$ cat config.mk
export PLATFORM = sky130hd
export DESIGN_NAME = tcdm_addr_decoder
export DESIGN_NICKNAME = d
export VERILOG_FILES = /design/src/rtl/tcdm_addr_decoder.sv
export SDC_FILE = /design/constraint.sdc
export NUM_CORES = 1
export LEC_CHECK = 0
export CORE_AREA = 8 8 201 203
export CTS_CLUSTER_SIZE = 8
export DETAILED_ROUTE_END_ITERATION = 12
export DIE_AREA = 0 0 209 211
export SLEW_MARGIN = 20
export SYNTH_ARGS = -nofsm -noshare
export SYNTH_HDL_FRONTEND = slang
export SYNTH_SLANG_ARGS = --single-unit
$ cat constraint.sdc
create_clock -name i_clk -period 3.4 [get_ports i_clk]
set_clock_uncertainty 0.15 [all_clocks]
set_input_delay 0.51 -clock i_clk [delete_from_list [all_inputs] [get_ports i_clk]]
set_output_delay 0.51 -clock i_clk [all_outputs]
set_load 0.05 [all_outputs]
$ cat src/rtl/tcdm_addr_decoder.sv
// ----------------------------------------------------------------------------
// Module      : tcdm_addr_decoder
// Description : Zero-latency TCDM address decoder with an error plug and
//               per-target outstanding tracking.
// Revision    : 1.0 - initial release
// ----------------------------------------------------------------------------
`default_nettype none

module tcdm_addr_decoder #(
  parameter int NB_SLAVES       = 2,
  parameter int MAX_OUTSTANDING = 4,
  parameter int ADDR_WIDTH      = 32,
  parameter int DATA_WIDTH      = 32
) (
  input  logic                                  i_clk,
  input  logic                                  i_rst_n,
  // master side
  input  logic                                  m_req,
  input  logic [ADDR_WIDTH-1:0]                 m_add,
  input  logic                                  m_wen,
  input  logic [DATA_WIDTH-1:0]                 m_wdata,
  input  logic [DATA_WIDTH/8-1:0]               m_be,
  output logic                                  m_gnt,
  output logic [DATA_WIDTH-1:0]                 m_r_rdata,
  output logic                                  m_r_opc,
  output logic                                  m_r_valid,
  // target side
  output logic [NB_SLAVES-1:0]                  s_req,
  output logic [ADDR_WIDTH-1:0]                 s_add,
  output logic                                  s_wen,
  output logic [DATA_WIDTH-1:0]                 s_wdata,
  output logic [DATA_WIDTH/8-1:0]               s_be,
  input  logic [NB_SLAVES-1:0]                  s_gnt,
  input  logic [NB_SLAVES-1:0][DATA_WIDTH-1:0]  s_r_rdata,
  input  logic [NB_SLAVES-1:0]                  s_r_opc,
  input  logic [NB_SLAVES-1:0]                  s_r_valid,
  // error plug
  output logic                                  e_req,
  output logic [ADDR_WIDTH-1:0]                 e_add,
  output logic                                  e_wen,
  output logic [DATA_WIDTH-1:0]                 e_wdata,
  output logic [DATA_WIDTH/8-1:0]               e_be,
  input  logic                                  e_gnt,
  input  logic [DATA_WIDTH-1:0]                 e_r_rdata,
  input  logic                                  e_r_opc,
  input  logic                                  e_r_valid,
  // address map and error status
  input  logic [NB_SLAVES-1:0][ADDR_WIDTH-1:0]  i_start_addr,
  input  logic [NB_SLAVES-1:0][ADDR_WIDTH-1:0]  i_end_addr,
  input  logic                                  i_err_clr,
  output logic [15:0]                           o_err_cnt,
  output logic [ADDR_WIDTH-1:0]                 o_err_addr,
  output logic                                  o_err_irq
);

  localparam int                 c_IDX_W   = $clog2(NB_SLAVES + 1);
  localparam int                 c_CNT_W   = $clog2(MAX_OUTSTANDING + 1);
  localparam logic [c_IDX_W-1:0] c_ERR_IDX = c_IDX_W'(NB_SLAVES);
  localparam logic [c_CNT_W-1:0] c_MAX     = c_CNT_W'(MAX_OUTSTANDING);
  localparam logic [c_CNT_W-1:0] c_ONE     = c_CNT_W'(1);

  logic [c_CNT_W-1:0]                 r_cnt;
  logic [c_IDX_W-1:0]                 r_cur;
  logic [15:0]                        r_err_cnt;
  logic [ADDR_WIDTH-1:0]              r_err_addr;
  logic                               r_err_irq;

  logic [c_IDX_W-1:0]                 w_sel;
  logic                               w_permit;
  logic                               w_hs;
  logic                               w_err_hs;
  logic [NB_SLAVES:0]                 w_req_all;
  logic [NB_SLAVES:0]                 w_gnt_all;
  logic [NB_SLAVES:0]                 w_rv_all;
  logic [NB_SLAVES:0]                 w_opc_all;
  logic [NB_SLAVES:0][DATA_WIDTH-1:0] w_rdata_all;

  // Destination NB_SLAVES is the error plug in all the merged vectors.
  assign w_gnt_all   = {e_gnt, s_gnt};
  assign w_rv_all    = {e_r_valid, s_r_valid};
  assign w_opc_all   = {e_r_opc, s_r_opc};
  assign w_rdata_all = {e_r_rdata, s_r_rdata};

  // Descending scan so the lowest matching region is the last one assigned.
  always_comb begin
    w_sel = c_ERR_IDX;
    for (int k = NB_SLAVES - 1; k >= 0; k--) begin
      if ((m_add >= i_start_addr[k]) && (m_add < i_end_addr[k])) begin
        w_sel = c_IDX_W'(k);
      end
    end
  end

  // Outstanding requests must all target one destination so responses stay ordered.
  assign w_permit = i_rst_n && (r_cnt < c_MAX) && ((r_cnt == '0) || (w_sel == r_cur));
  assign m_gnt    = w_permit & w_gnt_all[w_sel];
  assign w_hs     = m_req & m_gnt;
  assign w_err_hs = w_hs && (w_sel == c_ERR_IDX);

  for (genvar k = 0; k <= NB_SLAVES; k++) begin : g_req
    assign w_req_all[k] = m_req & w_permit & (w_sel == c_IDX_W'(k));
  end

  assign s_req   = w_req_all[NB_SLAVES-1:0];
  assign e_req   = w_req_all[NB_SLAVES];
  assign s_add   = m_add;
  assign s_wen   = m_wen;
  assign s_wdata = m_wdata;
  assign s_be    = m_be;
  assign e_add   = m_add;
  assign e_wen   = m_wen;
  assign e_wdata = m_wdata;
  assign e_be    = m_be;

  assign m_r_valid = i_rst_n && (r_cnt != '0) && w_rv_all[r_cur];
  assign m_r_rdata = w_rdata_all[r_cur];
  assign m_r_opc   = w_opc_all[r_cur];

  always_ff @(posedge i_clk or negedge i_rst_n) begin
    if (!i_rst_n) begin
      r_cnt <= '0;
      r_cur <= c_ERR_IDX;
    end else begin
      if (w_hs && !m_r_valid) begin
        r_cnt <= r_cnt + c_ONE;
      end else if (!w_hs && m_r_valid) begin
        r_cnt <= r_cnt - c_ONE;
      end
      if (w_hs) begin
        r_cur <= w_sel;
      end
    end
  end

  // A new miss takes priority over a coincident clear.
  always_ff @(posedge i_clk or negedge i_rst_n) begin
    if (!i_rst_n) begin
      r_err_cnt  <= '0;
      r_err_addr <= '0;
      r_err_irq  <= 1'b0;
    end else if (w_err_hs) begin
      r_err_irq <= 1'b1;
      if (i_err_clr) begin
        r_err_cnt  <= 16'd1;
        r_err_addr <= m_add;
      end else begin
        if (r_err_cnt != 16'hFFFF) begin
          r_err_cnt <= r_err_cnt + 16'd1;
        end
        if (!r_err_irq) begin
          r_err_addr <= m_add;
        end
      end
    end else if (i_err_clr) begin
      r_err_cnt  <= '0;
      r_err_addr <= '0;
      r_err_irq  <= 1'b0;
    end
  end

  assign o_err_cnt  = r_err_cnt;
  assign o_err_addr = r_err_addr;
  assign o_err_irq  = r_err_irq;

endmodule

`default_nettype wire

==> results of run 1 <==
-- Yosys cell counts (3+ instances only) --
library cell / instances
a211oi_1: 3
a21o_1: 10
a21oi_1: 45
a221o_1: 4
a221oi_1: 5
a22o_1: 31
and2_1: 3
and3_1: 15
and4_1: 3
buf_2: 6
buf_4: 138
clkbuf_1: 14
dfrtp_1: 53
ha_1: 128
inv_1: 137
mux2_2: 4
mux2i_1: 36
nand2_1: 66
nand2b_1: 5
nand3_1: 14
nand4_1: 22
nor2_1: 28
nor3_1: 12
nor4_1: 3
o21ai_0: 52
xnor2_1: 10
xor2_1: 3
-- registers in the layout, indices dropped and copies added (netlist names) --
signal and flops:
o_err_addr 32, o_err_cnt 16, o_err_irq 1, r_cnt 3, r_cur 2
-- kinds of logic (layout without fill, tap and decap cells) --
logic type | after synthesis | after routing | share of synthesized area
adder cells (fa/ha/maj) | 129 | 129 | 0.221
other | 0 | 4 | 0
AND/OR/NAND/NOR | 187 | 187 | 0.127
AO/OA/AOI/OAI | 177 | 177 | 0.169
multiplexers | 41 | 41 | 0.0572
XOR/XNOR | 13 | 13 | 0.0155
buffers and inverters | 297 | 690 | 0.226
flip-flops | 54 | 54 | 0.184
-- layout make-up --
type,instances,share of cell area
Multi-Input combinational cell,547,0.406
Timing Repair Buffer,545,0.403
Sequential cell,54,0.0985
Tap cell,474,0.0432
Inverter,137,0.0378
Clock buffer,6,0.00938
Clock inverter,2,0.00128
Antenna cell,4,0.000729
-- metrics by stage --
step / utilization / TNS, ns
floorplan: - / -1.77
global placement: 0.331 / -48.57
detailed placement: 0.331 / -49.67
CTS: 0.363 / -9.95
global route: 0.370 / -9.05
finish: 0.370 / -4.45
-- critical path, delay by kind of cell --
kind	cells	cell delay, ns
simple gates	3	0.51
compound gates	5	0.98
fa+ha+maj	1	0.21
buf+inv	6	1.24
-- routing by layer --
metal / vias to the layer above / track usage / part of all wire
met2: 395 / 0.289 / 0.51
li1: 3754 / - / -
met4: 0 / 0.0542 / 0.027
met1: 3678 / 0.166 / 0.38
met3: 42 / 0.0559 / 0.088
met5: - / 0 / 0
-- power breakdown --
part	internal [W]	switching, W
logic	0.00192	0.00228
registers	0.000708	0.0000756
clock network	0.000281	0.000279
-- path summary, 6_finish.rpt --
path	to	slack [ns]	cells after the start
max	m_gnt	-0.72	15
min	r_cnt[2]	0.05	2
max reg2reg	r_cnt[2]	0.80	11
min reg2reg	o_err_addr[1]	0.35	1
max in group asynchronous	o_err_addr[30]	2.13	3
min in group i_clk	o_err_addr[1]	0.35	1
-- what timing repair did --
action / in CTS / in global routing
setup buffers: 20 / 8
endpoints found under the setup margin: 58 / 57
gates cloned: 0 / 1
resized for setup: 325 / 91
pin swaps: 76 / 59
==> flow_metrics.env, run 1 <==
export IMPL_ys_types=66
export IMPL_port_buffers=419
export IMPL_row_count=71
export IMPL_cts_root_buf="clkbuf_16"
export IMPL_synth_seq_cells=54
export IMPL_dp_cells=1732
export IMPL_finalCritPeriodShare=1.21
export IMPL_critPathKind="in2out"
export IMPL_avgSynthCellArea_um2=8.18
export IMPL_power_density_mw_per_mm2=403
export IMPL_globalplace_congestion=0.834
export IMPL_maxSlewHeadroom=0.536
export IMPL_r2r_start="r_cnt[2]"
export IMPL_maxSlewViolCount=0
export IMPL_fmax_mhz=243
export IMPL_ys_async_sr_fraction=1.00
export IMPL_fillers=3740
export IMPL_core_area_mm2=0.0371
export IMPL_crit_start="i_end_addr[27]"
export IMPL_cts_num_sinks=54
export IMPL_drc=0
export IMPL_hold_class="in2async"
export IMPL_synth_cells=898
export IMPL_hold_violations=0
export IMPL_rsz0062_at_grt="yes"
export IMPL_synth_flop_cell="dfrtp_1"
export IMPL_grt_first_pass_wirelength_um=53700
export IMPL_syn_area_mm2=0.00734
export IMPL_first_iter_violations=257
export IMPL_critical_path_max_stage_delay_ns=0.46
export IMPL_drt_first_pass_iters=5
export IMPL_register_area_mm2=0.00135
export IMPL_leakagePower_nw=6.33
export IMPL_detail_route_antenna_nets=0
export IMPL_wl_per_cell_um=20.7
export IMPL_clock_latency_ns=0.31
export IMPL_tritoncts="done"
export IMPL_crit_arrival_ns=3.46
export IMPL_final_nets=1725
export IMPL_die_x_um=209
export IMPL_vias=7869
export IMPL_final_common_cell="clkdlybuf4s50_1"
export IMPL_dpl_instance_area_mm2=0.0123
export IMPL_finalNonFillerCells=1769
export IMPL_crit_chain="clkdlybuf4s50_1 > inv_1 > ha_4 > nand4_1 > nor3_2 > a221o_1 > a221oi_2 > buf_4 > o221ai_4 > buf_12 > o31ai_4 > a311oi_4 > buf_4 > nor4b_4 > buf_12"
export IMPL_die_y_um=211
export IMPL_syn_to_final_growth_pct=87.1
export IMPL_grt_max_degree=46
export IMPL_wl_um=36600
export IMPL_yosysWarnings=0
export IMPL_synth_largest_area_cell="ha_1"
export IMPL_yosysSeqAreaShare=0.184
export IMPL_worst_slack_ns=-0.723
export IMPL_cpMaxStageDelayCell="clkdlybuf4s50_1"
export IMPL_cp_end_kind="primary output"
export IMPL_synth_edf_count=0
export IMPL_pre_cts_slack_ns=-1.34
export IMPL_h_tree_depth=2
export IMPL_hpwl_um=30600
export IMPL_grt_usage=0.158
export IMPL_cts_buffers=5
export IMPL_grt_remaining_overflow=0
export IMPL_path_max_fanout=5
export IMPL_violations="negative setup slack"
export IMPL_worst_slew_pin_slew_ns=0.696
export IMPL_ctsHoldBuffers=0
export IMPL_outcome="complete, but fails checks"
export IMPL_grt_pass1_vias=8812
export IMPL_final_area_mm2=0.0137
export IMPL_cts_max_path_buffers=2
export IMPL_setup_viol=19
export IMPL_synth_top_cell_area_share=0.218
export IMPL_total_power_w=0.00554
export IMPL_critPathLaunchType="primary input"
export IMPL_clk_pin_slew_ns=0.08
export IMPL_drive_gt1_frac=0.309
export IMPL_maxCapViolCount=0
export IMPL_cp_required_ns=2.74
export IMPL_peakVddDrop_v=0.000437
export IMPL_synthesis_nets=1333
export IMPL_antenna_found_initial=3
export IMPL_mostFrequentLayoutCells="clkdlybuf4s50_1 (267), buf_4 (102), inv_1 (79), nand2_1 (65), dlygate4sd2_1 (65)"
export IMPL_netlist_top_cells_area="ha_1 (22%), dfrtp_1 (18%), buf_4 (14%)"
export IMPL_start_util=0.198
export IMPL_multi_input_area_mm2=0.00558
export IMPL_io_pins=531
export IMPL_holdWs_ns=0.0476
export IMPL_period_needed_ns=4.12
export IMPL_dieArea_mm2=0.0441
export IMPL_vias_per_cell=4.45
No activity file was read; power rests on OpenSTA's default activity.
==> run 2, diff against run 1 <==
SLEW_MARGIN = default   (was 20)
==> results of run 2 <==
Final layout, timing and power as in run 1 (identical DEF).
